==> src/rtl/jtpopeye_dma_ctrl_if.sv <==
// Bus/RAM side and object-buffer side signals of the sprite DMA controller.
// master is the controller's view; slave is the surrounding system's view.
interface jtpopeye_dma_ctrl_if;
    logic       VB;
    logic       dma_en;
    logic       busak_n;
    logic [7:0] DD_DMA;
    logic       busrq_n;
    logic [9:0] AD_DMA;
    logic       dma_cs;
    logic       obj_we;
    logic [9:0] obj_addr;
    logic [7:0] obj_din;
    logic       busy;
    logic       done;

    modport master (
        input  VB, dma_en, busak_n, DD_DMA,
        output busrq_n, AD_DMA, dma_cs, obj_we, obj_addr, obj_din, busy, done
    );

    modport slave (
        output VB, dma_en, busak_n, DD_DMA,
        input  busrq_n, AD_DMA, dma_cs, obj_we, obj_addr, obj_din, busy, done
    );
endinterface

==> src/rtl/jtpopeye_dma_ctrl.sv <==
// Per-frame sprite DMA: on VB rise, takes the Z80 bus and copies LEN bytes of
// main RAM into the object buffer, one byte per cpu_cen.
module jtpopeye_dma_ctrl #(
    parameter int unsigned LEN = 768
) (
    input  logic                  clk,
    input  logic                  rst_n,
    input  logic                  cpu_cen,
    jtpopeye_dma_ctrl_if.master   bus
);

    typedef enum logic [1:0] {StIdle, StReq, StXfer, StRelease} state_e;

    localparam logic [10:0] LenVal = 11'(LEN);

    state_e      state_q, state_d;
    logic        busrq_n_q, busrq_n_d;
    logic [9:0]  ad_q, ad_d;
    logic        dma_cs_q, dma_cs_d;
    logic        obj_we_q, obj_we_d;
    logic [9:0]  obj_addr_q, obj_addr_d;
    logic [7:0]  obj_din_q, obj_din_d;
    logic        done_q, done_d;
    logic        pending_q, pending_d;
    logic        vb_l_q;
    logic [10:0] cnt_q, cnt_d;
    logic [10:0] cnt_inc;
    logic        vb_rise;

    assign vb_rise = bus.VB & ~vb_l_q;
    assign cnt_inc = cnt_q + 11'd1;

    always_comb begin
        state_d    = state_q;
        busrq_n_d  = busrq_n_q;
        ad_d       = ad_q;
        dma_cs_d   = dma_cs_q;
        obj_we_d   = 1'b0;
        obj_addr_d = obj_addr_q;
        obj_din_d  = obj_din_q;
        done_d     = 1'b0;
        pending_d  = pending_q;
        cnt_d      = cnt_q;

        // Frame request is latched on any clk; a rise while busy is dropped.
        if (vb_rise && bus.dma_en && (state_q == StIdle)) pending_d = 1'b1;

        if (cpu_cen) begin
            unique case (state_q)
                StIdle: begin
                    if (pending_q) begin
                        state_d   = StReq;
                        busrq_n_d = 1'b0;
                        pending_d = 1'b0;
                    end
                end
                StReq: begin
                    if (!bus.busak_n) begin
                        state_d  = StXfer;
                        cnt_d    = '0;
                        ad_d     = '0;
                        dma_cs_d = 1'b1;
                    end else if (!bus.VB) begin
                        state_d   = StIdle;
                        busrq_n_d = 1'b1;
                    end
                end
                StXfer: begin
                    if (bus.busak_n) begin
                        // Bus taken away: abandon without writing this byte.
                        state_d   = StIdle;
                        dma_cs_d  = 1'b0;
                        busrq_n_d = 1'b1;
                    end else begin
                        obj_we_d   = 1'b1;
                        obj_addr_d = ad_q;
                        obj_din_d  = bus.DD_DMA;
                        cnt_d      = cnt_inc;
                        if (cnt_inc < LenVal) begin
                            ad_d = cnt_inc[9:0];
                        end else begin
                            dma_cs_d  = 1'b0;
                            busrq_n_d = 1'b1;
                            state_d   = StRelease;
                        end
                    end
                end
                StRelease: begin
                    if (bus.busak_n) begin
                        state_d = StIdle;
                        done_d  = 1'b1;
                    end
                end
                default: state_d = StIdle;
            endcase
        end
    end

    always_ff @(posedge clk or negedge rst_n) begin
        if (!rst_n) begin
            state_q    <= StIdle;
            busrq_n_q  <= 1'b1;
            ad_q       <= '0;
            dma_cs_q   <= 1'b0;
            obj_we_q   <= 1'b0;
            obj_addr_q <= '0;
            obj_din_q  <= '0;
            done_q     <= 1'b0;
            pending_q  <= 1'b0;
            vb_l_q     <= 1'b0;
            cnt_q      <= '0;
        end else begin
            state_q    <= state_d;
            busrq_n_q  <= busrq_n_d;
            ad_q       <= ad_d;
            dma_cs_q   <= dma_cs_d;
            obj_we_q   <= obj_we_d;
            obj_addr_q <= obj_addr_d;
            obj_din_q  <= obj_din_d;
            done_q     <= done_d;
            pending_q  <= pending_d;
            vb_l_q     <= bus.VB;
            cnt_q      <= cnt_d;
        end
    end

    assign bus.busrq_n  = busrq_n_q;
    assign bus.AD_DMA   = ad_q;
    assign bus.dma_cs   = dma_cs_q;
    assign bus.obj_we   = obj_we_q;
    assign bus.obj_addr = obj_addr_q;
    assign bus.obj_din  = obj_din_q;
    assign bus.busy     = (state_q != StIdle);
    assign bus.done     = done_q;

endmodule

==> src/flat_wrapper.sv <==
// flat-port wrapper written by rule: the top's interface ports become plain ports
module jtpopeye_dma_ctrl_flat 
#(
    parameter int unsigned LEN = 768
)
  (clk, rst_n, cpu_cen, bus_VB, bus_dma_en, bus_busak_n, bus_DD_DMA, bus_busrq_n, bus_AD_DMA, bus_dma_cs, bus_obj_we, bus_obj_addr, bus_obj_din, bus_busy, bus_done);
  jtpopeye_dma_ctrl_if bus_i ();
  input  logic clk;
  input  logic rst_n;
  input  logic cpu_cen;
  input wire logic [$bits(bus_i.VB)-1:0] bus_VB;
  input wire logic [$bits(bus_i.dma_en)-1:0] bus_dma_en;
  input wire logic [$bits(bus_i.busak_n)-1:0] bus_busak_n;
  input wire logic [$bits(bus_i.DD_DMA)-1:0] bus_DD_DMA;
  output wire logic [$bits(bus_i.busrq_n)-1:0] bus_busrq_n;
  output wire logic [$bits(bus_i.AD_DMA)-1:0] bus_AD_DMA;
  output wire logic [$bits(bus_i.dma_cs)-1:0] bus_dma_cs;
  output wire logic [$bits(bus_i.obj_we)-1:0] bus_obj_we;
  output wire logic [$bits(bus_i.obj_addr)-1:0] bus_obj_addr;
  output wire logic [$bits(bus_i.obj_din)-1:0] bus_obj_din;
  output wire logic [$bits(bus_i.busy)-1:0] bus_busy;
  output wire logic [$bits(bus_i.done)-1:0] bus_done;
  assign bus_i.VB = bus_VB;
  assign bus_i.dma_en = bus_dma_en;
  assign bus_i.busak_n = bus_busak_n;
  assign bus_i.DD_DMA = bus_DD_DMA;
  assign bus_busrq_n = bus_i.busrq_n;
  assign bus_AD_DMA = bus_i.AD_DMA;
  assign bus_dma_cs = bus_i.dma_cs;
  assign bus_obj_we = bus_i.obj_we;
  assign bus_obj_addr = bus_i.obj_addr;
  assign bus_obj_din = bus_i.obj_din;
  assign bus_busy = bus_i.busy;
  assign bus_done = bus_i.done;
  jtpopeye_dma_ctrl #(.LEN(LEN)) u_core (.clk(clk), .rst_n(rst_n), .cpu_cen(cpu_cen), .bus(bus_i));
endmodule
==> config.mk <==
export PLATFORM = sky130hd
export DESIGN_NAME = jtpopeye_dma_ctrl_flat
export DESIGN_NICKNAME = d
export VERILOG_FILES = /design/src/rtl/jtpopeye_dma_ctrl_if.sv /design/src/rtl/jtpopeye_dma_ctrl.sv /design/src/flat_wrapper.sv
export SDC_FILE = /design/constraint.sdc
export NUM_CORES = 1
export LEC_CHECK = 0
export ABC_AREA = 1
export CAP_MARGIN = 25
export CELL_PAD_IN_SITES_DETAIL_PLACEMENT = 1
export CELL_PAD_IN_SITES_GLOBAL_PLACEMENT = 1
export CORE_MARGIN = 5
export CORE_UTILIZATION = 42
export CTS_BUF_LIST = sky130_fd_sc_hd__clkbuf_4
export DETAILED_ROUTE_END_ITERATION = 12
export MAX_ROUTING_LAYER = met4
export PLACE_DENSITY = 0.95
export SYNTH_ARGS = -nofsm -noshare
export SYNTH_HDL_FRONTEND = slang
export SYNTH_SLANG_ARGS = --single-unit
==> constraint.sdc <==
create_clock -name clk -period 4 [get_ports clk]
set_input_delay 0.8 -clock clk [delete_from_list [all_inputs] [get_ports clk]]
set_output_delay 0.8 -clock clk [all_outputs]
set_load 0.01 [all_outputs]
======== Word-level counts from Yosys, hierarchy flattened ========
Index checks and enable logic that the tools add are counted.
operators by class
  div/mod/pow operators ................... 0
  $lt $le $gt $ge ......................... 1
  $mul .................................... 0
  $add $sub $neg .......................... 1
  reductions and logical operators ........ 12
  eq/ne operators ......................... 12
  muxes and demuxes ....................... 34
  bitwise operators ....................... 3
  shifts and indexed selects .............. 0
operators with widths
  operator                                                                        count
  10-bit 2-to-1 mux                                                               3
  11-bit 2-to-1 mux                                                               2
  11-bit case mux with 2 select lines                                             1
  10-bit case mux with 2 select lines                                             1
  1-bit 2-to-1 mux                                                                18
  2-bit 2-to-1 mux                                                                6
  11-bit by 1-bit adder with 11-bit output, second input constant                 1
  11-bit by 10-bit less-than comparator with 1-bit output, second input constant  1
  2-bit != test, second input constant                                            5
  5-bit AND reduction                                                             2
  2-bit case mux with 4 select lines                                              1
  4-bit AND reduction                                                             2
  3-bit != test, second input constant                                            2
  6-bit AND reduction                                                             1
  2-bit == test, second input constant                                            2
  2-bit by 1-bit != test with 1-bit output, second input constant                 2
  2-bit nonzero test                                                              2
  1-bit case mux with 3 select lines                                              1
  3-bit AND reduction                                                             1
  3-bit nonzero test                                                              1
  2-bit by 1-bit == test with 1-bit output, second input constant                 1
  1-bit logical AND                                                               2
  2-bit zero test                                                                 1
  1-bit inverter                                                                  2
  other kinds (2)                                                                 2
word-level totals
  bits in latches ......................... 0
  flip-flop bits (word level) ............. 47
  bits in writable memories ............... 0
  memories ................................ 0
  ROM bits ................................ 0
  input port bits ......................... 14

======== Logic depth before layout (Yosys ltp) ========
Gate-level depths: netlist of run 1.
  depth in word-level cells ............... 8
  mapped depth ............................ 11

======== Worst setup path after synthesis of run 1 ========
No wires, ideal clock.
  path type ............................... input-to-reg
  start ................................... input cpu_cen
  end ..................................... register u_core.ad_q[0] (netlist: u_core.bus.AD_DMA[0])
  cell stages on the path ................. 6
  arrival ................................. 1.515 ns
  path slack .............................. 2.369 ns
  path buffers ............................ 1
  cells stage by stage .................... inv_1 > nor3b_2 > nand2_1 > buf_4 > nand3_2 > nand2_1
between the ends
  cells in the longest elaborated chain, start to end .. 1
ends and longest elaborated chain
  element                        RTL line                  source
  start, declared                flat_wrapper.sv:10        input logic cpu_cen;
  5-bit AND reduction (no line)  -
  end signal, assigned           jtpopeye_dma_ctrl.sv:103  ad_q <= '0;
  end signal, assigned           jtpopeye_dma_ctrl.sv:115  ad_q <= ad_d;
  end, declared                  jtpopeye_dma_ctrl.sv:18   logic [9:0] ad_q, ad_d;
No other way between the ends.
A chain may end at the register's enable or synchronous reset.

======== Worst setup path in the final report of run 1 ========
  start ................................... register u_core.state_q[0]
  end ..................................... output bus_busy
between the ends
  cells in the longest elaborated chain, start to end .. 1
ends and longest elaborated chain
  element                 RTL line                  source
  start, declared         jtpopeye_dma_ctrl.sv:16   state_e state_q, state_d;
  start signal, assigned  jtpopeye_dma_ctrl.sv:101  state_q <= StIdle;
  start signal, assigned  jtpopeye_dma_ctrl.sv:113  state_q <= state_d;
  2-bit nonzero test      jtpopeye_dma_ctrl.sv:133  assign bus.busy = (state_q != StIdle);
  end, declared           flat_wrapper.sv:21        output wire logic [$bits(bus_i.busy)-1:0] bus_busy;
No other way between the ends.

==> summary.md, run 1 <==
| Metric | Value |
|---|---|
| Status | `finished, final reports clean` |
| Syn Inst Count | `271` |
| Most used routing layer | `met2` |
| Fin cells | `393` |
| CTS Buffer Depth | `2` |
| Mapped Nets | `290` |
| Die extent in x | `about 84 µm` |
| Least-Margin Pin Slew | `613 ps` |
| Syn_area_per_cell | `between 8 and 9 µm²` |
| Layout fillers | `643` |
| Met3 Track Usage GR | `a little over 4%` |
| Sw Share | `35.7%` |
| Antenna violations before repair | `0` |
| # setup viols final | `0` |
| DR DRC count | `0` |
| Crit Path Max Fanout | `5` |
| Number of setup buffers added after CTS | `0` |
| H-Tree Depth | `2` |
| Port Buf Inserts | `46` |
| CTS tree | `done` |
| Clock power frac | `23.1%` |
| Layout Area Growth over Synthesis | `27.3%` |
| Final hold violation count | `0` |
| Post-DR vias/cell | `roughly 5.1` |
| Leakage dissipation | `1.38 nW` |
| IO Count | `47` |
| Fin. max-slew vios | `0` |
| Placed Instances | `385` |
| Hold_buf cts | `0` |
| Post-route design area | `2920 µm²` |
| CTS buffer count | `5` |
| First-iteration detailed-routing DRC count | `122` |
| HPWL after DPL | `4730 µm` |
| Placer Congestion | `0.856` |
| ANT cells | `0` |
| Clk_lat worst skew | `380 ps` |
| Die area | `between 7000 and 8000 µm²` |
| Maximum clock frequency | `about 380 MHz` |
| Drt pass-1 iters | `4` |
| Grt met2 use | `36.4%` |
| Global-route wire length before repair | `11200 µm` |
| Synth top area share | `50.2%` |
| Root Driver | `clkbuf_4` |
| Crit share post-route | `between 60% and 70%` |
| Synth area leaders | `dfrtp_1, nand2_1, nand3_2` |
| Reg power frac | `41.1%` |
| Chip height | `83.9 µm` |
| Sum Neg Setup Slack | `0 ps` |
| Pwr Density | `532 nW/µm²` |
| Net Sw Power | `0.555 mW` |
| Min-delay worst type | `primary input to asynchronous set/reset pin` |
| GRT Util Overall | `20.4%` |
| Worst VDD drop | `about 270 µV` |
| Wirelength per Cell | `between 15 and 20 µm` |
| Clk slew on worst S/H paths | `140 ps` |
| WS Path Type | `flop to primary output` |
| RSZ-0062 raised after global routing | `false` |
| EDFF count, synth | `0` |
| Crit end category | `primary output` |
| Post-Syn Area | `2290 µm²` |
| #FFs+latches synth | `47` |
| Comb pwr share | `~36%` |
| Met1 Use GR | `22.5%` |
| Clk sinks | `47` |
| Total grt overflow | `0` |
| Ys Warns | `0` |
| Routed WL | `6450 µm` |
| DR vias | `2010` |
| Core Footprint | `~5400 µm²` |
| Routed Antenna Nets | `0` |
| Initial Utilization | `42.5%` |
| Final Skew | `10.1 ps` |
| Number of global-route vias before repair | `2237` |
| Count of different cell masters after synthesis | `28` |
| Seq/Total Area, Yosys | `slightly above 50%` |
| Top cells by count, synth | `nand2_1, dfrtp_1, inv_1` |
| CP required | `approximately 3200 ps` |
| Layout Nets | `339` |
| Pint | `between 0.9 and 1 mW` |
| Layout cell share with drive strength beyond 1 | `12.8%` |
| Clock period minus worst slack | `2650 ps` |
| Pin count of the biggest net entering global routing | `34` |
| Row Count | `27` |
| Async set-or-reset flop fraction in the synthesized netlist | `100%` |
| CTS resizes | `0` |
| Top FF cell, synth | `dfrtp_1` |
| DP Area | `approximately 2800 µm²` |
| Number of max-cap violations | `0` |
| Top-count cell post-synth | `nand2_1` |
| CP Launch Type | `flop` |
| Biggest area consumer among synthesized cells | `dfrtp_1` |
| Max-slew headroom | `about three fifths` |
| Critical path arrival | `1850 ps` |
## power by group through the flow
stage | Combinational, mW | Clock [mW] | Sequential (mW)
4_1_cts | 0.565 | 0.363 | 0.639
3_3_place_gp | 0.516 | 0 | 0.638
2_1_floorplan | 0.286 | 0 | 0.661
3_5_place_dp | 0.548 | 0 | 0.645
5_1_grt | 0.614 | 0.389 | 0.650
6_report | 0.556 | 0.359 | 0.638
## cell families (layout without fill, tap and decap cells)
family | Yosys count | count (layout) | synth area share [%]
AOI/OAI and AO/OA | 23 | 23 | 5.45
adders and majority gates | 5 | 5 | 2.73
buffers and inverters | 28 | 78 | 6.05
DFF | 47 | 47 | 51.3
and+or+nand+nor | 168 | 168 | 34.5
## per-stage QoR
step                      setup WS [ps]  util [%]  power, mW  hold slack [ps]
after global placement             1310      51.7       1.15              423
after global routing               1230      54.1       1.65              300
after detailed placement           1190      52.1       1.19              435
after floorplan                    2370         -      0.947              410
final                              1350      54.1       1.55              300
after CTS                          1340      54.1       1.57              307
## layer usage
metal,routed length (µm),vias up
met4,153,0
met2,3510,38
li1,-,955
met1,2600,1002
met5,0,-
met3,183,15
## cells in the final DEF, fill, tap and decap left out, types with 4 or more instances in the layout
cell type / n
inv_1: 16
nand3_2: 12
nand2_1: 120
nor2_1: 11
nand3_1: 9
dfrtp_1: 46
inv_2: 4
clkdlybuf4s50_1: 45
clkbuf_4: 6
a21oi_1: 5
ha_1: 5
o21ai_0: 12
## flip-flops by register name (all words and copies together) (netlist names), 2 cells and up
signal               count
u_core.cnt_q            11
u_core.bus.AD_DMA       10
u_core.bus.obj_addr     10
u_core.bus.obj_din       8
u_core.state_q           2
## final cells by class
class / instances / area, µm² / area share (%)
Clock buffer: 6 / 45.0 / 1.54
Clock inverter: 2 / 60.1 / 2.06
Inverter: 21 / 80.1 / 2.74
Multi-Input combinational cell: 196 / 978 / 33.5
Sequential cell: 47 / 1180 / 40.3
Tap cell: 72 / 90.1 / 3.08
Timing Repair Buffer: 49 / 490 / 16.8
## final timing paths
| check | slack, ps | cells after the start | start | endpoint |
|---|---|---|---|---|
| min | 300 | 1 | rst_n | u_core.bus.obj_din[3]$_DFFE_PN0P_ |
| max in group asynchronous | 3140 | 2 | rst_n | u_core.bus.busrq_n$_DFFE_PN1P_ |
| max reg2reg | 1640 | 8 | u_core.state_q[0]$_DFFE_PN0P_ | u_core.bus.AD_DMA[0]$_DFFE_PN0P_ |
| min reg2reg | 460 | 1 | u_core.vb_l_q$_DFF_PN0_ | u_core.pending_q$_DFF_PN0_ |
| min in group clk | 460 | 1 | u_core.vb_l_q$_DFF_PN0_ | u_core.pending_q$_DFF_PN0_ |
| max | 1350 | 4 | u_core.state_q[0]$_DFFE_PN0P_ | bus_busy |
## critical path, stage by stage (launching register included)
cell	delay, ps
dfrtp_1	430
inv_1	90
ha_1	240
inv_1	150
clkdlybuf4s50_1	570
Note: power is estimated with default switching activity, not from simulation.
==> run 2, diff against run 1 <==
--- a/config.mk
+++ b/config.mk
@@ -10,11 +10,11 @@
 export CELL_PAD_IN_SITES_DETAIL_PLACEMENT = 1
 export CELL_PAD_IN_SITES_GLOBAL_PLACEMENT = 1
 export CORE_MARGIN = 5
-export CORE_UTILIZATION = 42
+export CORE_UTILIZATION = 35
 export CTS_BUF_LIST = sky130_fd_sc_hd__clkbuf_4
 export DETAILED_ROUTE_END_ITERATION = 12
 export MAX_ROUTING_LAYER = met4
-export PLACE_DENSITY = 0.95
+export PLACE_DENSITY = 0.85
 export SYNTH_ARGS = -nofsm -noshare
 export SYNTH_HDL_FRONTEND = slang
 export SYNTH_SLANG_ARGS = --single-unit
==> constraint.sdc (replaced) <==
create_clock -name clk -period 2.3 [get_ports clk]
set_input_delay 0.46 -clock clk [delete_from_list [all_inputs] [get_ports clk]]
set_output_delay 0.46 -clock clk [all_outputs]
set_load 0.01 [all_outputs]
==> summary.md, run 2 (synthesized netlist as in run 1, its figures left out) <==
| Metric | Value |
|---|---|
| ANT cells | `0 (unchanged)` |
| Reg power frac | `40.9% (was 41.1%)` |
| Die area | `8280 µm² (was 7040 µm²)` |
| Layout Area Growth over Synthesis | `28.8% (was 27.3%)` |
| Maximum clock frequency | `482 MHz` |
| Core Footprint | `6350 µm² (was 5410 µm²)` |
| Placer Congestion | `0.831 (was 0.856)` |
| Fin. max-slew vios | `0 (unchanged)` |
| WS Path Type | `flop to flop (was flop to primary output)` |
| Final Skew | `11.7 ps (was 10.1 ps)` |
| Critical path's slowest cell | `dfrtp_1 (was clkdlybuf4s50_1)` |
| First-iteration detailed-routing DRC count | `56 (was 122)` |
| DR vias | `1950 (was 2010)` |
| Layout cell share with drive strength beyond 1 | `14.1% (was 12.8%)` |
| CP required | `2580 ps (was 3200 ps)` |
| Routed Antenna Nets | `0 (unchanged)` |
| H-Tree Depth | `2 (unchanged)` |
| Layout fillers | `755 (was 643)` |
| Routed WL | `5640 µm (was 6450 µm)` |
| Number of flip-flops under the largest register name | `11 (unchanged)` |
| Depth of the worst register-to-register path | `8 (unchanged)` |
| RR Startpoint | `u_core.state_q[0]$_DFFE_PN0P_ (unchanged)` |
| Status | `finished, final reports clean (unchanged)` |
| DR DRC count | `0 (unchanged)` |
| Port Buf Inserts | `46 (unchanged)` |
| Min-delay worst type | `primary input to asynchronous set/reset pin (unchanged)` |
| Comb pwr share | `36.0% (was 35.8%)` |
| Buf+Inv Stages, Crit Path | `4 (was 3)` |
| Sw Share | `34.4% (was 35.7%)` |
| CTS Buffer Depth | `2 (unchanged)` |
| Commonest non-fill, non-tap cell in the layout | `nand2_1 (unchanged)` |
| Cell family with most CP delay | `buffers and inverters (unchanged)` |
| Pint | `1.77 mW (was 0.998 mW)` |
| Chip height | `91.0 µm (was 83.9 µm)` |
| Drt pass-1 iters | `4 (unchanged)` |
| Global-route wire length before repair | `9730 µm (was 11200 µm)` |
| Critical path arrival | `2350 ps (was 1850 ps)` |
| Hold_buf cts | `0 (unchanged)` |
| Pin count of the biggest net entering global routing | `27 (was 34)` |
| IO Count | `47 (unchanged)` |
| Clock period minus worst slack | `just over 2000 ps` |
| CP Launch Type | `flop (unchanged)` |
| Crit Path Max Fanout | `22 (was 5)` |
| R2R Setup Slk | `230 ps (was 1640 ps)` |
| Total grt overflow | `0 (unchanged)` |
| # setup viols final | `0 (unchanged)` |
| RSZ-0062 raised after global routing | `false (unchanged)` |
| Row Count | `29 (was 27)` |
| Number of max-cap violations | `0 (unchanged)` |
| Leakage dissipation | `1.41 nW (was 1.38 nW)` |
| GRT Util Overall | `14.4% (was 20.4%)` |
| Antenna violations before repair | `0 (unchanged)` |
| Worst VDD drop | `439 µV (was 271 µV)` |
| Worst-path cell chain | `inv_1 > ha_1 > inv_2 > nor2_2 > inv_2 > nor2_2 > inv_2 > o21ai_0 (was inv_1 > ha_1 > inv_1 > clkdlybuf4s50_1)` |
| Layout Nets | `344 (was 339)` |
| Root Driver | `clkbuf_4 (unchanged)` |
| Max-slew headroom | `59.7% (was 59.0%)` |
| HPWL after DPL | `4170 µm (was 4730 µm)` |
| Most frequent cells in the layout | `nand2_1, dfrtp_1, clkdlybuf4s50_1 (unchanged)` |
| Die extent in x | `91.0 µm (was 83.9 µm)` |
| Wirelength per Cell | `14.0 µm (was 16.4 µm)` |
| Net Sw Power | `0.926 mW (was 0.555 mW)` |
| CTS buffer count | `5 (unchanged)` |
| Pwr Density | `911 nW/µm² (was 532 nW/µm²)` |
| Number of global-route vias before repair | `2033 (was 2237)` |
| Least-Margin Pin Slew | `604 ps (was 613 ps)` |
| Clk_lat worst skew | `370 ps (was 380 ps)` |
| Clk slew on worst S/H paths | `140 ps (about the same)` |
| Core Util, Final | `46.5% (was 54.1%)` |
| Worst reg2reg path endpoint | `u_core.cnt_q[0]$_DFFE_PN0P_ (was u_core.bus.AD_DMA[0]$_DFFE_PN0P_)` |
| Crit-path max cell delay | `450 ps (was 570 ps)` |
| Crit share post-route | `90.2%` |
| Clock power frac | `23.1% (about the same)` |
| Initial Utilization | `36.1% (was 42.5%)` |
| CTS tree | `done (unchanged)` |
| Sum Neg Setup Slack | `0 ps (unchanged)` |
| Crit end category | `flop (was primary output)` |
| Reg with most FFs | `u_core.cnt_q (unchanged)` |
| Clk sinks | `47 (unchanged)` |
| Most frequent CP cell | `inv_2 (was inv_1)` |
| Post-DR vias/cell | `4.84 (was 5.11)` |
| Final hold violation count | `0 (unchanged)` |
-- run 2: area by class of cell --
type | count | area, µm² | area share [%]
Clock inverter | 2 | 60.1 | 2.03
Tap cell | 77 | 96.3 | 3.26
Multi-Input combinational cell | 196 | 978 | 33.1
Timing Repair Buffer | 54 | 518 | 17.5
Sequential cell | 47 | 1180 | 39.8
Inverter | 21 | 80.1 | 2.71
Clock buffer | 6 | 45.0 | 1.52
-- run 2: how the worst max path moves through the flow --
stage / slack, ps / endpoint / startpoint / depth (start not counted)
after global routing: 30 / u_core.cnt_q[0]$_DFFE_PN0P_ / u_core.state_q[0]$_DFFE_PN0P_ / 8
after CTS: 30 / bus_busy / u_core.state_q[0]$_DFFE_PN0P_ / 4
after global placement: 280 / u_core.cnt_q[8]$_DFFE_PN0P_ / bus_busak_n / 6
after detailed placement: 180 / u_core.cnt_q[0]$_DFFE_PN0P_ / bus_busak_n / 6
final: 230 / u_core.cnt_q[0]$_DFFE_PN0P_ / u_core.state_q[0]$_DFFE_PN0P_ / 8
after floorplan: 720 / u_core.bus.AD_DMA[0]$_DFFE_PN0P_ / u_core.state_q[0]$_DFFE_PN0P_ / 8
-- run 2: stage by stage --
stage	area (µm²)	worst slack, ps	hold WS (ps)	power, mW	cells
detailed placement	2830	182	451	2.06	392
floorplan	2290	725	164	1.65	271
CTS	2930	30.2	94.2	2.70	400
global route	2960	33.3	107	2.88	403
global placement	2830	281	418	2.03	392
finish	2960	226	72.4	2.69	403
-- run 2: routing by layer --
| metal | global-route usage (%) | up-vias | part of all wire (%) |
|---|---|---|---|
| li1 | - | 970 | - |
| met1 | 16.9 | 940 | 44 |
| met2 | 25.0 | 31 | 50 |
| met3 | 3.14 | 9 | 4.2 |
| met4 | 3.79 | 0 | 1.0 |
| met5 | - | - | 0 |
-- run 2: timing repair --
action / CTS / global route
buffers inserted: 0 / 3
gates resized for setup: 0 / 1
endpoints found under the setup margin: 0 / 1
-- run 2: power by group through the flow --
stage	Combinational [mW]	Clock (mW)	Sequential [mW]
6_report	0.970	0.622	1.10
5_1_grt	1.08	0.677	1.12
4_1_cts	0.955	0.641	1.10
3_5_place_dp	0.948	0	1.12
3_3_place_gp	0.920	0	1.11
2_1_floorplan	0.497	0	1.15
==> run 3, diff against run 2 <==
==> constraint.sdc (replaced) <==
create_clock -name clk -period 2.3 [get_ports clk]
set_input_delay 0.46 -clock clk [delete_from_list [all_inputs] [get_ports clk]]
set_output_delay 0.46 -clock clk [all_outputs]
set_load 0.05 [all_outputs]
==> summary.md, run 3 (synthesized netlist as in run 1, its figures left out) <==
| Metric | Value |
|---|---|
| Leakage dissipation | `1.39 nW (was 1.41 nW)` |
| Crit end category | `primary output (was flop)` |
| Placer Congestion | `0.832 (was 0.831)` |
| Clk slew on worst S/H paths | `140 ps (about the same)` |
| Depth of the worst register-to-register path | `11 (was 8)` |
| Number of flip-flops under the largest register name | `11 (unchanged)` |
| Clk_lat worst skew | `360 ps (was 370 ps)` |
| # setup viols final | `0 (unchanged)` |
| Reg power frac | `36.3% (was 40.9%)` |
| Number of setup buffers added after CTS | `0 (unchanged)` |
| GRT Util Overall | `15.0% (was 14.4%)` |
| Fin. max-slew vios | `0 (unchanged)` |
| Sw Share | `42.6% (was 34.4%)` |
| Port Buf Inserts | `46 (unchanged)` |
| CTS resizes | `0 (unchanged)` |
| R2R Setup Slk | `290 ps (was 230 ps)` |
| Layout cell share with drive strength beyond 1 | `13.6% (was 14.1%)` |
| CTS Buffer Depth | `2 (unchanged)` |
| Stages on the worst setup path | `1 (was 8)` |
| ANT cells | `0 (unchanged)` |
| Commonest non-fill, non-tap cell in the layout | `nand2_1 (unchanged)` |
| DR vias | `1940 (was 1950)` |
| Final hold violation count | `0 (unchanged)` |
| Number of global-route vias before repair | `2045 (was 2033)` |
| Final Skew | `4.62 ps (was 11.7 ps)` |
| Clock period minus worst slack | `2170 ps (was 2070 ps)` |
| Post-DR vias/cell | `4.85 (was 4.84)` |
| Crit share post-route | `94.2% (was 90.2%)` |
| Layout fillers | `763 (was 755)` |
| Most frequent cells in the layout | `nand2_1, dfrtp_1, clkdlybuf4s50_1 (unchanged)` |
| Pint | `1.74 mW (was 1.77 mW)` |
| Status | `finished, final reports clean (unchanged)` |
| Core Footprint | `6350 µm² (unchanged)` |
| Clk sinks | `47 (unchanged)` |
| Critical path arrival | `1710 ps (was 2350 ps)` |
| First-iteration detailed-routing DRC count | `45 (was 56)` |
| Pin count of the biggest net entering global routing | `27 (unchanged)` |
| Placed Instances | `392 (unchanged)` |
| Worst VDD drop | `703 µV (was 439 µV)` |
| Worst-path cell chain | `clkdlybuf4s50_1 (was inv_1 > ha_1 > inv_2 > nor2_2 > inv_2 > nor2_2 > inv_2 > o21ai_0)` |
| Fin cells | `400 (was 403)` |
| Chip height | `91.0 µm (unchanged)` |
| Hold_buf cts | `0 (unchanged)` |
| WS Path Type | `flop to primary output (was flop to flop)` |
| Routed Antenna Nets | `0 (unchanged)` |
| Pwr Density | `1030 nW/µm² (was 911 nW/µm²)` |
| Number of max-cap violations | `0 (unchanged)` |
| Post-route design area | `2930 µm² (was 2960 µm²)` |
| DR DRC count | `0 (unchanged)` |
| Core Util, Final | `46.1% (was 46.5%)` |
| Maximum clock frequency | `462 MHz (was 482 MHz)` |
| Least-Margin Pin Slew | `606 ps (was 604 ps)` |
| Row Count | `29 (unchanged)` |
| RSZ-0062 raised after global routing | `false (unchanged)` |
| Root Driver | `clkbuf_4 (unchanged)` |
| Initial Utilization | `36.1% (unchanged)` |
| RR Startpoint | `u_core.cnt_q[0]$_DFFE_PN0P_ (was u_core.state_q[0]$_DFFE_PN0P_)` |
| DP Area | `2820 µm² (was 2830 µm²)` |
| Crit-path max cell delay | `790 ps (was 450 ps)` |
| CTS buffer count | `5 (unchanged)` |
| Layout Nets | `341 (was 344)` |
| Buf+Inv Stages, Crit Path | `1 (was 4)` |
| Crit Path Max Fanout | `2 (was 22)` |
| Register area | `1180 µm² (unchanged)` |
| Worst reg2reg path endpoint | `u_core.bus.AD_DMA[6]$_DFFE_PN0P_ (was u_core.cnt_q[0]$_DFFE_PN0P_)` |
| HPWL after DPL | `4300 µm (was 4170 µm)` |
| Max-slew headroom | `59.6% (was 59.7%)` |
| Critical path's slowest cell | `clkdlybuf4s50_1 (was dfrtp_1)` |
| CTS tree | `done (unchanged)` |
| Wirelength per Cell | `14.3 µm (was 14.0 µm)` |
| Sum Neg Setup Slack | `0 ps (unchanged)` |
| Clock power frac | `20.5% (was 23.1%)` |
| Routed WL | `5730 µm (was 5640 µm)` |
| Reg with most FFs | `u_core.cnt_q (unchanged)` |
| Min-delay worst type | `primary input to asynchronous set/reset pin (unchanged)` |
| Global-route wire length before repair | `10100 µm (was 9730 µm)` |
| Antenna violations before repair | `0 (unchanged)` |
| Drt pass-1 iters | `4 (unchanged)` |
| Total grt overflow | `0 (unchanged)` |
| H-Tree Depth | `2 (unchanged)` |
| Cell family with most CP delay | `buffers and inverters (unchanged)` |
| Die extent in x | `91.0 µm (unchanged)` |
| CP required | `1840 ps (was 2580 ps)` |
| Die area | `8280 µm² (unchanged)` |
| IO Count | `47 (unchanged)` |
| Footprint of the multi-input gates | `978 µm² (unchanged)` |
| CP Launch Type | `flop (unchanged)` |
| Comb pwr share | `43.2% (was 36.0%)` |
| Net Sw Power | `1.29 mW (was 0.926 mW)` |
| Layout Area Growth over Synthesis | `27.6% (was 28.8%)` |
## run 3: per-stage QoR
step                      power (mW)  setup WS, ps  hold WS (ps)
after floorplan                 2.02           516           164
after global placement          2.40           276           417
after detailed placement        2.44           199           448
after CTS                       3.07           106          93.8
after global routing            3.22          20.2           124
final                           3.03           133          87.3
## run 3: layout make-up
cell class,instances,share of cell area (%)
flip-flops and latches,47,40.2
inverters,21,2.74
repair buffers,51,16.8
multi-input cells,196,33.4
clock inverters,2,2.05
clock buffers,6,1.54
well taps,77,3.29
## run 3: power by group through the flow
| stage | sequential (mW) | clock, mW | combinational [mW] |
|---|---|---|---|
| global route | 1.12 | 0.666 | 1.43 |
| global placement | 1.11 | 0 | 1.29 |
| CTS | 1.10 | 0.641 | 1.33 |
| floorplan | 1.48 | 0 | 0.535 |
| finish | 1.10 | 0.619 | 1.31 |
| detailed placement | 1.12 | 0 | 1.32 |
## run 3: worst max path at each step
stage	from	end	slack, ps
floorplan	u_core.state_q[0]$_DFFE_PN0P_	u_core.state_q[0]$_DFFE_PN0P_	520
global placement	bus_busak_n	u_core.cnt_q[8]$_DFFE_PN0P_	280
detailed placement	bus_busak_n	u_core.bus.obj_addr[8]$_DFFE_PN0P_	200
CTS	u_core.bus.busrq_n$_DFFE_PN1P_	bus_busrq_n	110
global route	u_core.state_q[0]$_DFFE_PN0P_	u_core.cnt_q[10]$_DFFE_PN0P_	20
finish	u_core.bus.busrq_n$_DFFE_PN1P_	bus_busrq_n	130
## run 3: layer usage
| metal | routed length, µm | up-vias | global-route usage, % | share of wire (%) |
|---|---|---|---|---|
| met5 | 0 | - | - | 0 |
| met2 | 2860 | 31 | 25.8 | 50 |
| met4 | 51 | 0 | 3.06 | 0.89 |
| li1 | - | 963 | - | - |
| met1 | 2590 | 939 | 18.3 | 45 |
| met3 | 225 | 7 | 3.06 | 3.9 |
